### src/rtl/tt_um_jimktrains_vslc_eeprom_arbiter.sv
// Round-robin arbiter sharing one SPI EEPROM byte reader between N_REQ requesters.
// Bytes reach the granted requester through a 1-entry valid/ready buffer.
module tt_um_jimktrains_vslc_eeprom_arbiter #(
  parameter int N_REQ = 2
) (
  input  logic                clk,
  input  logic                rst_n,
  input  logic [N_REQ-1:0]    req,
  input  logic [10*N_REQ-1:0] req_addr,
  input  logic [4*N_REQ-1:0]  req_len,
  output logic [N_REQ-1:0]    gnt,
  output logic [7:0]          dout,
  output logic                dout_valid,
  output logic                dout_last,
  input  logic                dout_ready,
  output logic                busy,
  output logic                rd_goto,
  output logic [9:0]          rd_addr,
  output logic                rd_hold_n,
  input  logic                rd_ready,
  input  logic [7:0]          rd_byte
);

  localparam int IW = (N_REQ > 2) ? 2 : 1;
  localparam int CW = IW + 1;
  localparam int AW = 10;
  localparam int LW = 4;

  typedef enum logic [1:0] {
    ST_IDLE   = 2'd0,
    ST_SEEK   = 2'd1,
    ST_STREAM = 2'd2
  } state_e;

  state_e           state_q, state_d;
  logic [N_REQ-1:0] gnt_q, gnt_d;
  logic [IW-1:0]    rr_ptr_q, rr_ptr_d;
  logic [3:0]       cnt_q, cnt_d;
  logic [9:0]       next_addr_q, next_addr_d;
  logic             stream_open_q, stream_open_d;
  logic             last_done_q, last_done_d;
  logic [7:0]       dout_q, dout_d;
  logic             dout_valid_q, dout_valid_d;
  logic             dout_last_q, dout_last_d;
  logic             busy_q, busy_d;
  logic             rd_goto_q, rd_goto_d;
  logic [9:0]       rd_addr_q, rd_addr_d;
  logic             rd_hold_n_q, rd_hold_n_d;
  logic             rd_ready_q;

  logic             pick_found_s;
  logic [IW-1:0]    pick_idx_s;
  logic [IW-1:0]    cand_s;
  logic [9:0]       pick_addr_s;
  logic [3:0]       pick_len_s;
  logic             cont_s;
  logic             capture_s;
  logic             accept_s;
  logic             finish_s;

  function automatic logic [IW-1:0] wrap_idx(input logic [CW-1:0] v);
    logic [IW-1:0] r;
    if (v >= CW'(N_REQ)) begin
      r = IW'(v - CW'(N_REQ));
    end else begin
      r = IW'(v);
    end
    return r;
  endfunction

  // First requester at or after the round-robin pointer wins.
  always_comb begin
    pick_found_s = 1'b0;
    pick_idx_s   = '0;
    cand_s       = '0;
    pick_addr_s  = 10'd0;
    pick_len_s   = 4'd0;
    for (int k = 0; k < N_REQ; k++) begin
      cand_s = wrap_idx({1'b0, rr_ptr_q} + CW'(k));
      if (!pick_found_s && req[cand_s]) begin
        pick_found_s = 1'b1;
        pick_idx_s   = cand_s;
        pick_addr_s  = req_addr[AW*int'(cand_s) +: AW];
        pick_len_s   = req_len[LW*int'(cand_s) +: LW];
      end else begin
        pick_found_s = pick_found_s;
      end
    end
  end

  assign cont_s    = stream_open_q && (pick_addr_s == next_addr_q);
  // Registered edge detect: the byte is taken one clk after rd_ready rises.
  assign capture_s = (state_q == ST_STREAM) && rd_ready && !rd_ready_q && !last_done_q;
  assign accept_s  = dout_valid_q && dout_ready;
  assign finish_s  = accept_s && dout_last_q;

  always_ff @(posedge clk) begin
    if (!rst_n) begin
      state_q <= ST_IDLE;
    end else begin
      state_q <= state_d;
    end
  end

  always_comb begin
    state_d = state_q;
    case (state_q)
      ST_IDLE: begin
        if (pick_found_s) begin
          state_d = cont_s ? ST_STREAM : ST_SEEK;
        end else begin
          state_d = ST_IDLE;
        end
      end
      ST_SEEK:   state_d = ST_STREAM;
      ST_STREAM: begin
        if (finish_s) begin
          state_d = ST_IDLE;
        end else begin
          state_d = ST_STREAM;
        end
      end
      default:   state_d = ST_IDLE;
    endcase
  end

  always_comb begin
    gnt_d         = gnt_q;
    rr_ptr_d      = rr_ptr_q;
    cnt_d         = cnt_q;
    next_addr_d   = next_addr_q;
    stream_open_d = stream_open_q;
    last_done_d   = last_done_q;
    dout_d        = dout_q;
    dout_valid_d  = dout_valid_q;
    dout_last_d   = dout_last_q;
    rd_addr_d     = rd_addr_q;
    rd_goto_d     = 1'b0;
    case (state_q)
      ST_IDLE: begin
        if (pick_found_s) begin
          gnt_d       = {{(N_REQ-1){1'b0}}, 1'b1} << pick_idx_s;
          rr_ptr_d    = wrap_idx({1'b0, pick_idx_s} + CW'(1));
          cnt_d       = pick_len_s;
          last_done_d = 1'b0;
          if (!cont_s) begin
            rd_goto_d   = 1'b1;
            rd_addr_d   = pick_addr_s;
            next_addr_d = pick_addr_s;
          end else begin
            rd_goto_d   = 1'b0;
          end
        end else begin
          gnt_d = '0;
        end
      end
      ST_SEEK: begin
        stream_open_d = 1'b1;
      end
      ST_STREAM: begin
        if (capture_s) begin
          dout_d       = rd_byte;
          dout_valid_d = 1'b1;
          dout_last_d  = (cnt_q == 4'd0);
          last_done_d  = (cnt_q == 4'd0);
          next_addr_d  = next_addr_q + 10'd1;
          cnt_d        = (cnt_q == 4'd0) ? cnt_q : cnt_q - 4'd1;
        end else if (accept_s) begin
          dout_valid_d = 1'b0;
          dout_last_d  = 1'b0;
          if (dout_last_q) begin
            gnt_d = '0;
          end else begin
            gnt_d = gnt_q;
          end
        end else begin
          dout_valid_d = dout_valid_q;
        end
      end
      default: begin
        gnt_d = '0;
      end
    endcase

    busy_d = (state_d != ST_IDLE);
    // Freeze the reader after the final byte and whenever a byte sits unaccepted.
    case (state_d)
      ST_IDLE:   rd_hold_n_d = !stream_open_d;
      ST_SEEK:   rd_hold_n_d = 1'b1;
      ST_STREAM: rd_hold_n_d = !last_done_d && !(dout_valid_q && !dout_ready);
      default:   rd_hold_n_d = 1'b1;
    endcase
  end

  always_ff @(posedge clk) begin
    if (!rst_n) begin
      gnt_q         <= '0;
      rr_ptr_q      <= '0;
      cnt_q         <= 4'd0;
      next_addr_q   <= 10'd0;
      stream_open_q <= 1'b0;
      last_done_q   <= 1'b0;
      dout_q        <= 8'd0;
      dout_valid_q  <= 1'b0;
      dout_last_q   <= 1'b0;
      busy_q        <= 1'b0;
      rd_goto_q     <= 1'b0;
      rd_addr_q     <= 10'd0;
      rd_hold_n_q   <= 1'b1;
      rd_ready_q    <= 1'b0;
    end else begin
      gnt_q         <= gnt_d;
      rr_ptr_q      <= rr_ptr_d;
      cnt_q         <= cnt_d;
      next_addr_q   <= next_addr_d;
      stream_open_q <= stream_open_d;
      last_done_q   <= last_done_d;
      dout_q        <= dout_d;
      dout_valid_q  <= dout_valid_d;
      dout_last_q   <= dout_last_d;
      busy_q        <= busy_d;
      rd_goto_q     <= rd_goto_d;
      rd_addr_q     <= rd_addr_d;
      rd_hold_n_q   <= rd_hold_n_d;
      rd_ready_q    <= rd_ready;
    end
  end

  assign gnt        = gnt_q;
  assign dout       = dout_q;
  assign dout_valid = dout_valid_q;
  assign dout_last  = dout_last_q;
  assign busy       = busy_q;
  assign rd_goto    = rd_goto_q;
  assign rd_addr    = rd_addr_q;
  assign rd_hold_n  = rd_hold_n_q;

endmodule

### config.mk
export PLATFORM = sky130hd
export DESIGN_NAME = tt_um_jimktrains_vslc_eeprom_arbiter
export DESIGN_NICKNAME = d
export VERILOG_FILES = /design/src/rtl/tt_um_jimktrains_vslc_eeprom_arbiter.sv
export SDC_FILE = /design/constraint.sdc
export NUM_CORES = 1
export LEC_CHECK = 0
export CAP_MARGIN = 30
export CORE_MARGIN = 5
export CORE_UTILIZATION = 30
export DETAILED_ROUTE_END_ITERATION = 6
export SLEW_MARGIN = 0
export SYNTH_ARGS = -nofsm -noshare
export SYNTH_HDL_FRONTEND = slang
export SYNTH_SLANG_ARGS = --single-unit
### constraint.sdc
create_clock -name clk -period 3.4 [get_ports clk]
set_clock_uncertainty 0.15 [all_clocks]
set_input_delay 0.51 -clock clk [delete_from_list [all_inputs] [get_ports clk]]
set_output_delay 0.51 -clock clk [all_outputs]
set_load 0.01 [all_outputs]
# --- Yosys cells after proc, flatten, opt, wreduce, memory -nomap -nowiden ---
# Cells that the tools add are included.
# Widths: inputs -> output; s select.
classes:
  add_sub_neg: 7
  multipliers: 2
  n_lt_le_gt_ge: 5
  n_eq_ne: 11
  shift: 5
  muxes: 41
  bitwise_logic: 2
  n_reduce_logical: 30
op_table:
  columns: ["cell", "n"]
  rows:
  - ["$mux 10", 5]
  - ["$shiftx 20x6->10", 2]
  - ["$mux 4", 5]
  - ["$pmux 10 s2", 1]
  - ["$mux 1", 18]
  - ["$shiftx 8x4->4", 2]
  - ["$mux 2", 7]
  - ["$ne 2x2->1 const B", 7]
  - ["$pmux 2 s3", 2]
  - ["$reduce_and 4->1", 3]
  - ["$add 10x1->10 const B", 1]
  - ["$eq 10x10->1", 1]
  - ["$logic_and 1x1->1", 9]
  - ["$mul 3x1->4 const A", 2]
  - ["$pmux 4 s2", 1]
  - ["$logic_not 1->1", 7]
  - ["$reduce_and 2->1", 3]
  - ["$reduce_and 3->1", 2]
  - ["$reduce_bool 2->1", 3]
  - ["$add 1x1->2 const B", 2]
  - ["$eq 2x2->1 const B", 2]
  - ["$ge 2x2->1 const B", 2]
  - ["$logic_not 2->1", 2]
  - ["$logic_not 4->1", 1]
  - ["other kinds (8)", 13]
totals:
  regBits: 45
  in_bits: 42
  output_inout_bits: 25
  word_cells: 118

# --- Depth between registers and ports, before layout ---
# Gate-level depths: netlist of the first run.
depth:
  word_depth: 15
  mapped_depth: 9
  depth_no_buf: 7

# --- Least setup slack after synthesis of the first run ---
# No wires, ideal clock.
synth_timing:
  path_kind: "in2reg"
  startpoint: "input port req[0]"
  endpoint: "register next_addr_q[5]"
  setup_ns: 0.117
  t_arrival_ns: 2.058
  setup_slack_ns: 1.075
  cell_stages: 8
  n_path_buf: 1
  path_cell_list: "a21boi_2 buf_6 a32oi_2 xnor2_1 nor4_4 nand4_2 and2_4 a32o_1"
synth_between:
  elab_chain_cells: 10
  elab_cells_between_ends: 18
  cone_classes: "3 x eq/ne; 11 x mux; 4 x reduce/logical"
synth_rtl:
  columns: ["element", "line_no", "text"]
  rows:
  - ["from (decl)", "8", "input logic [N_REQ-1:0] req,"]
  - ["$mux 1 (not written as such) (2 in series)", "80", "if (!pick_found_s && req[cand_s]) begin"]
  - ["$mux 1", "80", null]
  - ["$logic_not 1->1", "80", null]
  - ["$logic_and 1x1->1", "80", null]
  - ["$mux 10", "80", null]
  - ["$eq 10x10->1", "91", "assign cont_s = stream_open_q && (pick_addr_s == next_addr_q);"]
  - ["$logic_and 1x1->1", "91", null]
  - ["$ne 2x2->1 (no line)", null, null]
  - ["$reduce_and 4->1 (no line)", null, null]
  - ["to (signal assigned)", "215", "next_addr_q <= next_addr_d;"]
  - ["to (decl)", "39", "logic [9:0] next_addr_q, next_addr_d;"]
# Parallel ways exist; a longest one is shown, timed or not. The select of a mux whose other input is x is not followed.
# A chain may end at the register's enable or synchronous reset.

# --- Worst setup path after layout of the first run ---
# Ends and elaborated chain as after synthesis.

==> impl_metrics.py, run 1 <==
metrics = {
    "floorplanning": {
        "io_pins": 67,
        "core_area_mm2": 0.00765,
        "start_util_pct": 30.4,
        "placementRows": 32,
        "die_x_um": 98.1,
        "die-area_mm2": 0.00961,
        "die_y_um": 98.1,
    },
    "worst_setup_path": {
        "worstPathRequired_ns": 3.45,
        "cp_cell_sequence": "clkdlybuf4s50_1, a21boi_2, a32oi_2, xnor2_1, nor4_4, nand4_2, and2_4, a32o_1",
        "arrival_ns": 3.11,
        "worstSetupEndpointType": "flop",
        "start_kind": "primary input",
        "crit_family": "compound AO/OA/AOI/OAI gates",
        "crit_buf_inv": 1,
        "cp_slowest_cell": "a21boi_2",
        "worst-setup-path-type": "in2reg",
        "slowest_delay_ns": 0.68,
        "cp_max_fo": 14,
    },
    "clocking": {
        "cts.htree.levels": 2,
        "cts_resized": 0,
        "cts.sinks": 45,
        "cts_buffers": 5,
        "postCtsSetupBuffers": 0,
        "cts_tree": "done",
        "clock_latency_ns": 0.30,
        "root_buffer": "clkbuf_8",
        "clk_pin_slew_ns": 0.09,
        "hold_buffers": 0,
        "clockBufferDepth": 2,
    },
    "yosys": {
        "yosys.area.top_type_share_pct": 38.7,
        "ys_seq_elements": 45,
        "avgSynthCellArea_um2": 8.46,
        "synth_nets": 320,
        "ys_async_sr_fraction_pct": 0,
        "yosys_warnings": 0,
        "synth_edf_count": 0,
        "netlist_area_mm2": 0.00233,
        "synthTopCellsByCount": "dfxtp_1, nor2_1, nand2_1",
        "synth_flop_cell": "dfxtp_1",
        "synth.top_cells.by_area": "dfxtp_1, nor2_1, a21oi_1",
        "yosysSeqAreaShare_pct": 38.7,
        "ys_types": 47,
        "yosys.area.top_type": "dfxtp_1",
        "synthCells": 275,
    },
    "timing": {
        "max_freq_mhz": 327,
        "worst_pin_slew_ns": 0.846,
        "setup_tns_ns": 0,
        "timing.final.ws_setup_ns": 0.338,
        "finalSetupViolations": 0,
        "hold_viol": 0,
        "holdWs_ns": 0.307,
        "fin_crit_ns": 3.06,
        "rsz0062_at_grt": "no",
        "slew_headroom_pct": 43.3,
        "post-route-period-util_pct": 90.1,
        "drv_slew": 0,
    },
    "global_routing": {
        "track_usage_pct": 13.3,
        "grt_pass1_wl_um": 10700,
        "grt_pass1_vias": 2087,
        "grt-ovfl-total": 0,
        "grt_max_degree": 23,
        "antenna_found_initial": 0,
    },
    "drt": {
        "drtPass1Iterations": 4,
        "first_iter_violations": 155,
        "routed-via-count": 2233,
        "wirelength_um": 6570,
        "drc": 0,
        "post_drt_wl_per_cell_um": 14.7,
        "viasPerCell": 5.01,
        "ant_nets": 0,
    },
    "final_layout": {
        "final_net_count": 388,
        "syn_to_final_growth_pct": 39.0,
        "n_antenna_cell": 0,
        "final_util_pct": 42.3,
        "drive_gt1_share_pct": 11.3,
    },
    "job": {
        "maxCapViolCount": 0,
    },
    "pwr": {
        "pwr_density_cell_mw_per_mm2": 458,
        "p_leak_nw": 1.20,
        "peakVddDrop_mv": 0.172,
        "power_mw": 1.48,
    },
    "hold_path": {
        "hp-class": "reg2reg",
    },
    "placement": {
        "pre_cts_ws_ns": 0.0451,
        "portBuffers": 66,
        "gp_congestion": 0.834,
        "dpl.hpwl_um": 4990,
    },
    "outcome": {
        "outcome": "finished clean",
    },
}
-- stage by stage --
stage / cell area [um2] / cells
final: 3230 / 446
after global routing: 3230 / 446
after CTS: 3230 / 446
after detailed placement: 3110 / 438
after global placement: 3110 / 438
after floorplan: 2330 / 275
-- cell families after synthesis --
family,count (synthesis),share of synthesized area [%]
flops,45,38.7
fa+ha+maj,3,1.61
xor+xnor,10,3.77
simple gates,105,21.9
buf+inv,23,5.06
compound gates,87,28.1
mux,2,0.861
-- worst paths after layout --
kind | from | endpoint | slack, ns | cells past startpoint
setup / recovery | req[0] | next_addr_q[5] | 0.34 | 8
hold / removal | dout[7] | dout[7] | 0.31 | 2
setup reg to reg | rr_ptr_q | next_addr_q[5] | 0.66 | 7
hold reg to reg | dout[7] | dout[7] | 0.31 | 2
-- flip-flops by register name, summed over array words and instances, names as in the netlist --
| register | cells |
|---|---|
| busy | 1 |
| cnt_q | 4 |
| dout | 8 |
| dout_last | 1 |
| dout_valid | 1 |
| gnt | 2 |
| last_done_q | 1 |
| next_addr_q | 10 |
| rd_addr | 10 |
| rd_goto | 1 |
| rd_hold_n | 1 |
| rd_ready_q | 1 |
| rr_ptr_q | 1 |
| state_q | 2 |
| stream_open_q | 1 |
-- routing by layer --
metal,vias to the layer above,wire length (um),track usage (%)
li1,1125,-,-
met5,-,0,0
met2,61,3090,21.9
met4,0,34,3.19
met3,3,397,2.64
met1,1044,3050,17.9
-- layout by cell type, fill, tap and decap left out, drive strengths merged, types with 4 or more instances in the layout --
cell type      Yosys  routed
nand2             25      25
clkdlybuf4s50      0      66
nand3              7       7
o21ai             15      15
a31oi              4       4
a21oi             23      23
nor3               4       4
and3               6       6
a22oi              8       8
o211ai             8       8
inv                5       5
clkbuf            12       6
a211oi            10      10
dfxtp             45      45
xnor2              7       7
buf                6      13
a32oi             10      10
nor2              45      45
and2               7       7
-- power by group --
part / leakage (nW) / switching, mW / internal (mW) / total [mW]
clock network: 0.0574 / 0.189 / 0.239 / 0.428
registers: 0.369 / 0.0438 / 0.579 / 0.623
logic: 0.769 / 0.220 / 0.211 / 0.431
-- cell type report --
class	count	area (um2)
Fill cell	769	4410
Multi-Input combinational cell	207	1310
Sequential cell	45	901
Timing Repair Buffer	79	758
Tap cell	102	128
Clock buffer	6	82.6
Clock inverter	2	37.5
Inverter	5	18.8
-- worst reg2reg max path: stages, from the launching register on --
cell and delay, ns:
dfxtp_1 0.36, a21boi_2 0.70, a32oi_2 0.18, xnor2_1 0.23, nor4_4 0.38, nand4_2 0.22, and2_4 0.22, a32o_1 0.20
(Power assumes the default switching activity.)
==> inputs of run 2 (changes only) <==
--- a/config.mk
+++ b/config.mk
@@ -8,6 +8,7 @@
 export CAP_MARGIN = 30
 export CORE_MARGIN = 5
 export CORE_UTILIZATION = 30
+export CTS_CLUSTER_SIZE = 24
 export DETAILED_ROUTE_END_ITERATION = 6
 export SLEW_MARGIN = 0
 export SYNTH_ARGS = -nofsm -noshare
==> constraint.sdc (replaced) <==
create_clock -name clk -period 3.32 [get_ports clk]
set_clock_uncertainty 0.15 [all_clocks]
set_input_delay 0.498 -clock clk [delete_from_list [all_inputs] [get_ports clk]]
set_output_delay 0.498 -clock clk [all_outputs]
set_load 0.01 [all_outputs]
==> run 2 against run 1 <==
Against the previous run:
- total power decreased by 2.3%
- routed wire length up 2.1%
- global-route usage increased by 0.73 points
- critical endpoint unchanged
- largest cell class unchanged
- worst setup slack improved by 0.00076 ns
==> impl_metrics.py, run 2 (same netlist as run 1, synthesis figures left out) <==
metrics = {
    "outcome": {
        "outcome": "finished clean",
    },
    "worst_setup_path": {
        "arrival_ns": 3.04,
        "cp_max_fo": 14,
        "worstSetupEndpointType": "flop",
        "worst-setup-path-type": "in2reg",
        "worstPathRequired_ns": 3.38,
        "rrSetupSlack_ns": 0.64,
        "start_kind": "primary input",
    },
    "timing": {
        "hold_viol": 0,
        "rsz0062_at_grt": "no",
        "max_freq_mhz": 335,
        "setup_tns_ns": 0,
        "drv_slew": 0,
        "timing.final.ws_setup_ns": 0.339,
        "fin_crit_ns": 2.98,
        "post-route-period-util_pct": 89.8,
        "holdWs_ns": 0.308,
        "finalSetupViolations": 0,
        "slew_headroom_pct": 45.0,
        "worst_pin_slew_ns": 0.826,
    },
    "pwr": {
        "power_mw": 1.45,
        "peakVddDrop_mv": 0.160,
        "pwr_density_cell_mw_per_mm2": 450,
        "p_leak_nw": 1.19,
    },
    "placement": {
        "dpl.cell_count": 440,
        "pre_cts_ws_ns": 0.0202,
        "dpl.hpwl_um": 5040,
        "gp_congestion": 0.843,
        "post_dp_cell_area_mm2": 0.00313,
        "portBuffers": 66,
    },
    "final_layout": {
        "drive_gt1_share_pct": 11.8,
        "syn_to_final_growth_pct": 38.5,
        "final_util_pct": 42.1,
        "layout.cells.non_filler": 448,
        "n_antenna_cell": 0,
        "fillers": 772,
        "final_common_cell": "clkdlybuf4s50_1",
        "final_net_count": 390,
        "final_cell_mix": "clkdlybuf4s50_1, nor2_1, dfxtp_1",
        "final_area_mm2": 0.00322,
    },
    "floorplanning": {
        "die_y_um": 98.1,
        "start_util_pct": 30.4,
        "core_area_mm2": 0.00765,
        "die-area_mm2": 0.00961,
        "die_x_um": 98.1,
        "placementRows": 32,
        "io_pins": 67,
    },
    "hold_path": {
        "hp-class": "reg2reg",
    },
    "drt": {
        "viasPerCell": 5.01,
        "routed-via-count": 2245,
        "drtPass1Iterations": 5,
        "wirelength_um": 6710,
        "drc": 0,
        "post_drt_wl_per_cell_um": 15.0,
        "ant_nets": 0,
        "first_iter_violations": 181,
    },
    "global_routing": {
        "grt_pass1_vias": 2197,
        "antenna_found_initial": 0,
        "track_usage_pct": 14.0,
        "grt_max_degree": 23,
        "grt_pass1_wl_um": 11200,
        "grt-ovfl-total": 0,
    },
    "clocking": {
        "cts_buffers": 5,
        "postCtsSetupBuffers": 0,
        "cts.htree.levels": 2,
        "cts_tree": "done",
        "root_buffer": "clkbuf_8",
        "clk_pin_slew_ns": 0.10,
        "hold_buffers": 0,
        "cts.sinks": 45,
        "clock_latency_ns": 0.31,
        "clockBufferDepth": 2,
        "cts_resized": 0,
    },
    "job": {
        "maxCapViolCount": 0,
    },
}
## run 2: cell types whose count changed in the layout (fill, tap and decap cells not counted), sizes merged
cell    previous run  this run
clkinv             0         1
clkbuf             6         5
bufinv             1         0
buf               13        15
inv                5         6
## run 2: layout make-up
type	instances	area, um2	area share [%]
Multi-Input combinational cell	207	1310	40.6
Sequential cell	45	901	28.0
Timing Repair Buffer	81	773	24.0
Tap cell	102	128	3.96
Clock buffer	5	68.8	2.14
Clock inverter	3	25.0	0.777
Inverter	5	18.8	0.583
## run 2: metal layers
metal / global-route usage [%] / wire length, um
met1: 18.3 / 3050
met2: 23.8 / 3140
met3: 2.86 / 459
met4: 3.51 / 68
met5: 0 / 0
## run 2: worst max-delay path: stages
cell and delay, ns:
clkdlybuf4s50_1 0.48, a21boi_2 0.65, a32oi_2 0.26, xnor2_1 0.21, nor3_2 0.30, nand4_2 0.21, and2_4 0.22, a32o_1 0.21
## run 2: power by group
group | total (mW) | switching, mW | internal (mW)
clock | 0.366 | 0.214 | 0.152
sequential | 0.638 | 0.0443 | 0.593
combinational | 0.445 | 0.227 | 0.218
## run 2: path summary, 6_finish.rpt
kind              startpoint        endpoint  cells past startpoint
hold / removal       dout[7]         dout[7]                      2
setup / recovery      req[0]  next_addr_q[5]                      8
hold reg to reg      dout[7]         dout[7]                      2
setup reg to reg    rr_ptr_q  next_addr_q[5]                      7
==> inputs of run 3 (changes only) <==
--- a/config.mk
+++ b/config.mk
@@ -5,7 +5,6 @@
 export SDC_FILE = /design/constraint.sdc
 export NUM_CORES = 1
 export LEC_CHECK = 0
-export CAP_MARGIN = 30
 export CORE_MARGIN = 5
 export CORE_UTILIZATION = 30
 export CTS_CLUSTER_SIZE = 24
==> results of run 3 <==
The final DEF is identical to that of run 2; final timing and power are the same.
